File: src/rtl/mult_sequencer_pkg.sv
// -----------------------------------------------------------------------------
// mult_sequencer_pkg
//
// Shared definitions for the multiply sequencer: the FSM state encoding,
// the default LEGv8 MUL opcode, the watchdog counter width and a small
// helper that classifies the retire states.
// -----------------------------------------------------------------------------
package mult_sequencer_pkg;

    // Default datapath width and MUL opcode of the execute stage.
    localparam int          WORD_DEFAULT       = 64;
    localparam logic [10:0] MUL_OPCODE_DEFAULT = 11'b10011011000;

    // Width of the BUSY-cycle counter and of the busy_cycles report.
    localparam int          CNT_W              = 8;

    // 3-bit state encoding shared by the RTL and anything that decodes
    // the debug state output.
    typedef enum logic [2:0] {
        MS_IDLE  = 3'd0,
        MS_START = 3'd1,
        MS_BUSY  = 3'd2,
        MS_DONE  = 3'd3,
        MS_ERR   = 3'd4
    } ms_state_t;

    // DONE and ERR both retire a result (the product or zero) for one cycle.
    function automatic logic is_retire(input ms_state_t s);
        return (s == MS_DONE) || (s == MS_ERR);
    endfunction

endpackage : mult_sequencer_pkg

File: src/rtl/mult_sequencer_if.sv
// -----------------------------------------------------------------------------
// mult_sequencer_if
//
// Connection between the sequencer (master) and the iterative multiplier
// (slave).
//
// Handshake:
//   mult_start  - master -> slave, a single-cycle pulse that launches one
//                 multiply. It is never held high for more than one cycle.
//   mult_done   - slave -> master, a single-cycle completion pulse.
//   mult_result - slave -> master, the product; it only has meaning in the
//                 cycle where mult_done is 1.
//   There is no back-pressure: the sequencer accepts mult_done whenever it
//   is waiting for it and ignores it at any other time.
//
// Ports (modports):
//   master : output mult_start; input mult_done, mult_result
//   slave  : input mult_start; output mult_done, mult_result
// -----------------------------------------------------------------------------
interface mult_sequencer_if #(
    parameter int WORD = 64
) ();

    logic            mult_start;
    logic            mult_done;
    logic [WORD-1:0] mult_result;

    modport master (
        output mult_start,
        input  mult_done,
        input  mult_result
    );

    modport slave (
        input  mult_start,
        output mult_done,
        output mult_result
    );

endinterface : mult_sequencer_if

File: src/rtl/mult_sequencer_watchdog_counter.sv
// -----------------------------------------------------------------------------
// watchdog_counter
//
// 8-bit cycle counter used as the multiply latency watchdog. clear has
// priority over enable. terminal is high while the count equals TIMEOUT-1,
// i.e. during the last BUSY cycle that is allowed before the error path.
//
// Ports:
//   clk      in  1      rising-edge clock
//   reset    in  1      asynchronous, active-low reset
//   clear    in  1      synchronous clear to 0
//   enable   in  1      increment by one
//   count    out CNT_W  current count
//   terminal out 1      count == TIMEOUT-1
// -----------------------------------------------------------------------------
module watchdog_counter
    import mult_sequencer_pkg::*;
#(
    // Valid range is 2..255 so that TIMEOUT-1 fits the 8-bit counter and
    // at least one BUSY cycle exists before the terminal count.
    parameter int TIMEOUT = 80
) (
    input  logic             clk,
    input  logic             reset,
    input  logic             clear,
    input  logic             enable,
    output logic [CNT_W-1:0] count,
    output logic             terminal
);

    localparam logic [CNT_W-1:0] TERM_COUNT = CNT_W'(TIMEOUT - 1);

    always_ff @(posedge clk or negedge reset) begin
        if (!reset) begin
            count <= '0;
        end else if (clear) begin
            count <= '0;
        end else if (enable) begin
            count <= count + CNT_W'(1);
        end
    end

    assign terminal = (count == TERM_COUNT);

endmodule : watchdog_counter

File: src/rtl/mult_sequencer.sv
// -----------------------------------------------------------------------------
// mult_sequencer
//
// Control FSM that owns the execute stage's iterative multiplier. When a
// valid MUL reaches execute it stalls the front of the pipeline, pulses
// mult_start, waits for mult_done (bounded by a watchdog), then steers the
// execute result mux to the captured product for exactly one retire cycle.
// Status-register updates are masked for the whole MUL, including retire.
//
// Ports:
//   clk                in  1      rising-edge clock
//   reset              in  1      asynchronous, active-low reset
//   instr_valid        in  1      opcode belongs to a real instruction
//   opcode             in  11     opcode of the instruction in execute
//   mif                master     mult_start / mult_done / mult_result
//   stall              out 1      freezes PC and IF/ID
//   execute_result_loc out 1      1 selects the multiplier result
//   sreg_block         out 1      gates update_sreg low
//   result             out WORD   captured product (0 after a timeout)
//   result_valid       out 1      result retires this cycle
//   timeout_err        out 1      sticky watchdog flag, cleared only by reset
//   busy_cycles        out 8      BUSY-cycle count of the last completed MUL
//   state_dbg          out 3      current FSM state
//
// Cycle map for one MUL whose done arrives in cycle k:
//   0 IDLE (mul_hit, stall already high), 1 START, 2..k BUSY, k+1 DONE.
// -----------------------------------------------------------------------------
module mult_sequencer
    import mult_sequencer_pkg::*;
#(
    parameter int          WORD       = WORD_DEFAULT,
    parameter logic [10:0] MUL_OPCODE = MUL_OPCODE_DEFAULT,
    parameter int          TIMEOUT    = 80
) (
    input  logic               clk,
    input  logic               reset,
    input  logic               instr_valid,
    input  logic [10:0]        opcode,
    mult_sequencer_if.master   mif,
    output logic               stall,
    output logic               execute_result_loc,
    output logic               sreg_block,
    output logic [WORD-1:0]    result,
    output logic               result_valid,
    output logic               timeout_err,
    output logic [CNT_W-1:0]   busy_cycles,
    output ms_state_t          state_dbg
);

    ms_state_t        state;
    logic             mul_hit;
    logic             cnt_clear;
    logic             cnt_enable;
    logic [CNT_W-1:0] cnt;
    logic             cnt_terminal;
    logic             retiring;

    assign mul_hit = instr_valid && (opcode == MUL_OPCODE);

    // The counter is zeroed in START so that its value in BUSY equals the
    // number of BUSY cycles already completed before the current one.
    assign cnt_clear  = (state == MS_START);
    assign cnt_enable = (state == MS_BUSY);

    watchdog_counter #(
        .TIMEOUT (TIMEOUT)
    ) u_watchdog (
        .clk      (clk),
        .reset    (reset),
        .clear    (cnt_clear),
        .enable   (cnt_enable),
        .count    (cnt),
        .terminal (cnt_terminal)
    );

    // State plus the registered outputs (result, busy_cycles, timeout_err).
    always_ff @(posedge clk or negedge reset) begin
        if (!reset) begin
            state       <= MS_IDLE;
            result      <= '0;
            busy_cycles <= '0;
            timeout_err <= 1'b0;
        end else begin
            case (state)
                MS_IDLE: begin
                    if (mul_hit) begin
                        state <= MS_START;
                    end
                end

                // mult_done is deliberately not looked at here: the
                // multiplier has not been started yet.
                MS_START: begin
                    state <= MS_BUSY;
                end

                // Completion takes priority over the watchdog, so a done in
                // the terminal cycle still retires the real product.
                MS_BUSY: begin
                    if (mif.mult_done) begin
                        result      <= mif.mult_result;
                        busy_cycles <= cnt + CNT_W'(1);
                        state       <= MS_DONE;
                    end else if (cnt_terminal) begin
                        timeout_err <= 1'b1;
                        result      <= '0;
                        state       <= MS_ERR;
                    end
                end

                // Retire cycles always return to IDLE; whatever opcode is
                // present now is the instruction that was stalled behind the
                // MUL and is only examined next cycle.
                MS_DONE, MS_ERR: begin
                    state <= MS_IDLE;
                end

                default: begin
                    state <= MS_IDLE;
                end
            endcase
        end
    end

    assign retiring = is_retire(state);

    // Decoded outputs. The IDLE term on stall is combinational so that the
    // decode cycle holding the MUL is frozen in the same cycle it is seen.
    // It is qualified with reset so that every output reads 0 while reset
    // is asserted, even if a MUL happens to be presented at that moment.
    assign mif.mult_start     = (state == MS_START);
    assign stall              = (state == MS_START) || (state == MS_BUSY) ||
                                ((state == MS_IDLE) && mul_hit && reset);
    assign sreg_block         = stall || retiring;
    assign execute_result_loc = retiring;
    assign result_valid       = retiring;
    assign state_dbg          = state;

endmodule : mult_sequencer

File: src/flat_wrapper.sv
// flat-port wrapper written by rule: the top's interface ports become plain ports
module mult_sequencer_flat import mult_sequencer_pkg::*;
#(
    parameter int          WORD       = WORD_DEFAULT,
    parameter logic [10:0] MUL_OPCODE = MUL_OPCODE_DEFAULT,
    parameter int          TIMEOUT    = 80
)
  (clk, reset, instr_valid, opcode, stall, execute_result_loc, sreg_block, result, result_valid, timeout_err, busy_cycles, state_dbg, mif_mult_start, mif_mult_done, mif_mult_result);
  mult_sequencer_if #(.WORD(WORD)) mif_i ();
  input  logic clk;
  input  logic reset;
  input  logic instr_valid;
  input  logic [10:0] opcode;
  output logic stall;
  output logic execute_result_loc;
  output logic sreg_block;
  output logic [WORD-1:0] result;
  output logic result_valid;
  output logic timeout_err;
  output logic [CNT_W-1:0] busy_cycles;
  output ms_state_t state_dbg;
  output wire logic [$bits(mif_i.mult_start)-1:0] mif_mult_start;
  input wire logic [$bits(mif_i.mult_done)-1:0] mif_mult_done;
  input wire logic [$bits(mif_i.mult_result)-1:0] mif_mult_result;
  assign mif_mult_start = mif_i.mult_start;
  assign mif_i.mult_done = mif_mult_done;
  assign mif_i.mult_result = mif_mult_result;
  mult_sequencer #(.WORD(WORD), .MUL_OPCODE(MUL_OPCODE), .TIMEOUT(TIMEOUT)) u_core (.clk(clk), .reset(reset), .instr_valid(instr_valid), .opcode(opcode), .mif(mif_i), .stall(stall), .execute_result_loc(execute_result_loc), .sreg_block(sreg_block), .result(result), .result_valid(result_valid), .timeout_err(timeout_err), .busy_cycles(busy_cycles), .state_dbg(state_dbg));
endmodule
File: config.mk
export PLATFORM = sky130hd
export DESIGN_NAME = mult_sequencer_flat
export DESIGN_NICKNAME = d
export VERILOG_FILES = /design/src/rtl/mult_sequencer_pkg.sv /design/src/rtl/mult_sequencer_if.sv /design/src/rtl/mult_sequencer_watchdog_counter.sv /design/src/rtl/mult_sequencer.sv /design/src/flat_wrapper.sv
export SDC_FILE = /design/constraint.sdc
export NUM_CORES = 1
export LEC_CHECK = 0
export BUFFER_PORTS_ARGS = -buffer_cell sky130_fd_sc_hd__buf_2
export CAP_MARGIN = 20
export CORE_MARGIN = 2
export CORE_UTILIZATION = 46
export DETAILED_ROUTE_END_ITERATION = 10
export PLACE_DENSITY = 0.8
export RECOVER_POWER = 100
export SYNTH_ARGS = -nofsm -noshare
export SYNTH_HDL_FRONTEND = slang
export SYNTH_SLANG_ARGS = --single-unit
File: constraint.sdc
create_clock -name clk -period 2.4 [get_ports clk]
set_clock_uncertainty 0.2 [all_clocks]
set_input_delay 0.48 -clock clk [delete_from_list [all_inputs] [get_ports clk]]
set_output_delay 0.48 -clock clk [all_outputs]
set_load 0.02 [all_outputs]
==> results of run 1 <==
-- metrics by stage --
stage	std cells	util [%]	total power, uW	cell area, um2	hold WS (ns)
5_1_grt	507	61.4	5980	4220	0.148
3_3_place_gp	490	60.2	4870	4130	0.252
2_1_floorplan	248	-	4060	3300	-0.0156
4_1_cts	505	62.8	5850	4310	0.155
6_report	507	61.4	5620	4220	0.171
3_5_place_dp	490	60.2	4930	4130	0.259
-- final cells by class --
class / count / area [um2] / share of cell area [%]
Sequential cell: 84 / 2100 / 49.9
Multi-Input combinational cell: 143 / 1030 / 24.5
Timing Repair Buffer: 166 / 773 / 18.3
Clock buffer: 12 / 155 / 3.68
Tap cell: 96 / 120 / 2.85
Clock inverter: 3 / 21.3 / 0.505
Inverter: 3 / 11.3 / 0.267
-- timing repair --
item / 4_1_cts / 5_1_grt
endpoints found under the setup margin: 0 / 0
endpoints found under the hold margin: 0 / 7
hold buffers: 0 / 1
-- flip-flops by register name (all words and copies together), names as in the netlist --
| register | cells |
|---|---|
| u_core.result | 64 |
| u_core.busy_cycles | 8 |
| u_core.state_dbg | 3 |
| u_core.timeout_err | 1 |
| u_core.u_watchdog.count | 8 |
-- worst paths after layout --
kind                                                   start  depth (start not counted)                                     end  slack, ns
max in group asynchronous                              reset                          4           u_core.result[56]$_DFFE_PN0P_       0.68
min in group asynchronous                              reset                          3  u_core.u_watchdog.count[1]$_DFFE_PN0P_       0.57
max                          u_core.state_dbg[2]$_DFFE_PN0P_                          3                          mif_mult_start       0.12
min reg2reg                u_core.busy_cycles[5]$_DFFE_PN0P_                          2       u_core.busy_cycles[5]$_DFFE_PN0P_       0.28
min                                      mif_mult_result[41]                          2           u_core.result[41]$_DFFE_PN0P_       0.17
max reg2reg                  u_core.state_dbg[2]$_DFFE_PN0P_                          4           u_core.result[44]$_DFFE_PN0P_       0.17
-- cells in the final DEF (no fill, tap or decap), drive strengths merged, types with 2 or more instances in the layout --
cell type | netlist | final
nand2 | 21 | 21
o21ai | 13 | 13
inv | 3 | 4
nand3 | 2 | 2
and4 | 2 | 2
clkbuf | 2 | 96
dfrtp | 84 | 84
or3b | 2 | 2
a22o | 66 | 66
xnor2 | 2 | 2
xor2 | 3 | 3
nor4b | 2 | 2
buf | 16 | 81
a21oi | 2 | 2
nor2 | 9 | 9
nand2b | 2 | 2
-- power breakdown --
part | internal [uW] | switching (uW) | total [uW]
registers | 2000 | 351 | 2350
clock network | 430 | 461 | 891
logic | 842 | 1540 | 2380
total | 3270 | 2350 | 5620
-- metal layers --
metal  share of wire (%)  vias to the layer above
li1                    -                     1237
met1                  42                     1296
met2                  51                      110
met3                 6.4                        7
met4                0.78                        0
met5                   0                        -
-- critical path: stages, from the launching register on --
cell and delay [ns]:
dfrtp_1 0.47, or3b_2 0.55, inv_1 0.09, clkbuf_2 0.17
-- logic make-up after synthesis --
logic type / count (synthesis) / share of synthesized area [%]
AOI/OAI and AO/OA: 86 / 20.9
and+or+nand+nor: 49 / 8.23
buffers and inverters: 21 / 4.82
adders and majority gates: 1 / 0.379
xor gates and xnor gates: 5 / 1.33
muxes: 2 / 0.645
DFF: 84 / 63.7
==> flow_summary.ini, run 1 <==
[outcome]
status = finished, final reports clean

[setup_path]
worstPathMaxFanout = 9
arrival_ns = 1.60
criticalPathCategory = reg -> out
end_kind = primary output
cp_data_required_time_ns = 1.72
cp-start-kind = flip-flop

[detailed_routing]
drt_iter0_markers = 76
drt_wl_total_um = 7560
antenna_left = 0
dr.pass1.iters = 6
drt-wirelength-per-cell_um = 14.9
vias = 2650
avgViaCountPerCell = 5.23
route.detailed.drc = 0

[synth]
syn-num-nets = 328
syn_inst = 248
synth_top_area_cell = dfrtp_1
avgSynthCellArea_um2 = 13.3
async_flop_share_pct = 100
syn_area_um2 = 3300
synth_edf_count = 0
synth_area_leaders = dfrtp_1 64%, a22o_1 18%, buf_6 2.7%
synth_top_cells_by_count = 84 x dfrtp_1, 66 x a22o_1, 21 x nand2_1
synth.distinct_cells = 38
yosys.area.top_type_share_pct = 63.7
yosysSeqAreaShare_pct = 63.7
yosysMostFrequentCell = dfrtp_1
synth_warnings = 0
ys_dominant_reg_cell = dfrtp_1
ys_seq_elements = 84

[grt]
busiest_layer = met2
grt_max_degree = 85
grt_use_met2_pct = 32.9
use_met1_pct = 23.3
grt_use_met3_pct = 4.10
grt_pass1_vias = 2519
antenna_found_initial = 0
grt_pass1_wl_um = 11500
track_usage_pct = 18.8
gr-total-overflow = 0

[clock_network]
cts_buffer_depth = 2
path_clk_slew_ns = 0.08
numCtsBuffers = 9
ctsResizeCount = 0
cts_tree = built
insertion_delay_ns = 0.32
post_cts_buffers = 0
clock-sinks = 84
htreeDepth = 3
cts_root_buf = clkbuf_8

[sta]
setup_tns_ns = 0
finalHoldViolCount = 0
grt_setup_unrepaired = false
drv_slew = 0
relSlewSlack_pct = 63.2
period_minus_slack_ns = 2.28
finalSetupViolations = 0
timing.fmax_ghz = 0.438
worstMarginPinSlew_ns = 0.552
period_share_pct = 95.1
finalWorstSetupSlack_ns = 0.117

[place]
pre_cts_slack_ns = 0.203
routabilityCongestion = 0.750
dp.final_hpwl_um = 5200
io_buffers = 159

[floorplan]
die_y_um = 88.7
die_area_um2 = 7870
io_pins = 160
coreArea_um2 = 6870
chipWidth_um = 88.7
start_util_pct = 48.0
num_rows = 30

[pwr]
p_per_area_nw_per_um2 = 1330
p_leak_uw = 0.00206
ir_drop_mv = 0.592

[cells_and_area]
area_delta_synth_final_pct = 27.8
fill_cells = 638
layout-drive-gt1-share_pct = 25.3
fin_nets = 487
diodes = 0

[flow_run]
drv_cap = 0

[hold_path]
hold_path_class = in -> reg
No activity file was read; power rests on OpenSTA's default activity.
==> run 2: changes to the inputs <==
--- a/config.mk
+++ b/config.mk
@@ -10,8 +10,10 @@
 export CORE_MARGIN = 2
 export CORE_UTILIZATION = 46
 export DETAILED_ROUTE_END_ITERATION = 10
+export GPL_TIMING_DRIVEN = 0
 export PLACE_DENSITY = 0.8
 export RECOVER_POWER = 100
+export SETUP_SLACK_MARGIN = 0.1
 export SYNTH_ARGS = -nofsm -noshare
 export SYNTH_HDL_FRONTEND = slang
 export SYNTH_SLANG_ARGS = --single-unit
==> run 2 against run 1 <==
  * Cell count up 3.6%
  * Sequential share of layout area down 1.7 points
  * Total power up 3.6%
  * Clock-buffer cell count down 1
  * First-iteration DRC count up 7.9%
  * Worst hold slack worse by 0.011 ns
  * Routed wire length up 1.6%
  * Critical path depth up 3
  * Via count up 0.64%
  * Die area unchanged
  * Non-clock buffer count up 17
  * Design area up 3.6%
  * Critical path type is now in -> out
  * Largest power group unchanged
==> flow_summary.ini, run 2 (synthesis results as in run 1) <==
[floorplan]
chipWidth_um = 88.7
die_area_um2 = 7870
num_rows = 30
die_y_um = 88.7
io_pins = 160
start_util_pct = 48.0
coreArea_um2 = 6870

[grt]
grt_pass1_vias = 2456
track_usage_pct = 18.5
antenna_found_initial = 0
gr-total-overflow = 0
grt_pass1_wl_um = 11200
grt_max_degree = 44

[outcome]
status = finished, final reports clean

[pwr]
p_leak_uw = 0.00215
ir_drop_mv = 0.724
power_uw = 5820
p_per_area_nw_per_um2 = 1330

[setup_path]
reg2reg_depth = 8
worstPathMaxFanout = 2
criticalPathCategory = in -> out
end_kind = primary output
arrival_ns = 1.59
r2r_start = u_core.u_watchdog.count[0]$_DFFE_PN0P_
cp_data_required_time_ns = 1.72
rrSetupSlack_ns = 0.23
r2r-end = u_core.result[41]$_DFFE_PN0P_
cp-start-kind = input port

[sta]
grt_setup_unrepaired = false
finalHoldViolCount = 0
finalSetupViolations = 0
period_minus_slack_ns = 2.27
timing.fmax_ghz = 0.440
finalWorstSetupSlack_ns = 0.130
period_share_pct = 94.6
holdWs_ns = 0.160
drv_slew = 0
relSlewSlack_pct = 32.1
worstMarginPinSlew_ns = 1.02

[clock_network]
cts_root_buf = clkbuf_8
path_clk_slew_ns = 0.09
htreeDepth = 3
insertion_delay_ns = 0.33
cts_tree = built
clock-sinks = 84
cts_buffer_depth = 2
numCtsBuffers = 9

[cells_and_area]
fin_util_pct = 63.6
final_common_cell = clkbuf_1
top_register = u_core.result
largest_register_ffs = 64
design_area_um2 = 4370
area_delta_synth_final_pct = 32.3
layout-drive-gt1-share_pct = 28.2
layout_common_cells = 85 x clkbuf_1, 83 x dfrtp_1, 81 x buf_2
diodes = 0
largest_registers = u_core.result x64, u_core.busy_cycles x8, u_core.u_watchdog.count x8
fin_nets = 504

[detailed_routing]
route.detailed.drc = 0
dr.pass1.iters = 4
vias = 2667
drt-wirelength-per-cell_um = 14.6
antenna_left = 0
avgViaCountPerCell = 5.08
drt_wl_total_um = 7680
drt_iter0_markers = 82

[hold_path]
hold_depth = 2
worstHoldStart = mif_mult_result[52]
hold_path_class = in -> reg
hold-path-endpoint = u_core.result[52]$_DFFE_PN0P_

[place]
routabilityCongestion = 0.782
pre_cts_slack_ns = 0.160
io_buffers = 159
placed_area_um2 = 4240
dp.final_hpwl_um = 5550

[flow_run]
drv_cap = 0
==> run 2: cell types whose count changed in the layout (fill, tap and decap cells not counted), moves of 3 or more <==
cell and delta:
buf_4 +5, buf_6 +6, clkbuf_1 +4, buf_2 +3
==> run 2: final cells by class <==
class                           instances  area, um2
Clock buffer                           11        141
Buffer                                 18        143
Inverter                                3       11.3
Sequential cell                        84       2100
Timing Repair Buffer                  165        738
Multi-Input combinational cell        143       1050
Clock inverter                          5       60.1
Tap cell                               96        120
Fill cell                             582       2500
==> run 2: timing repair <==
item | 4_1_cts | 5_1_grt
hold endpoints to repair | 41 | 0
cloned | 0 | 0
hold buffers | 2 | 0
endpoints found under the setup margin | 1 | 3
gates resized for setup | 1 | 3
setup buffers | 0 | 3
==> run 2: power by group <==
group,total (uW),internal [uW],switching [uW]
sequential,2340,1990,348
clock,1000,514,489
combinational,2480,914,1560
total,5820,3420,2400
==> run 2: worst max path at each step <==
stage / start / end / slack (ns)
2_1_floorplan: u_core.state_dbg[0]$_DFFE_PN0P_ / result_valid / 0.31
3_3_place_gp: reset / stall / -0.83
3_5_place_dp: opcode[9] / stall / 0.16
4_1_cts: u_core.state_dbg[2]$_DFFE_PN0P_ / mif_mult_start / 0.12
5_1_grt: opcode[9] / stall / 0.05
6_report: opcode[9] / stall / 0.13
==> run 2: worst max-delay path, cell delays in order <==
cell and delay [ns]:
buf_2 0.10, nor4bb_2 0.35, nand4_1 0.13, nand2_1 0.11, and3b_1 0.18, clkbuf_1 0.23
==> run 2: metal layers <==
layer	up-vias	GRT usage (%)	routed length [um]
met5	-	0	0
met4	0	6.47	62
met3	8	3.92	510
met2	100	31.2	3800
met1	1283	23.7	3300
li1	1276	-	-
==> run 2: per-stage QoR <==
stage          std cells  TNS (ns)
3_5_place_dp         504         0
5_1_grt              525         0
3_3_place_gp         503     -1.65
2_1_floorplan        248         0
4_1_cts              522         0
6_report             525         0
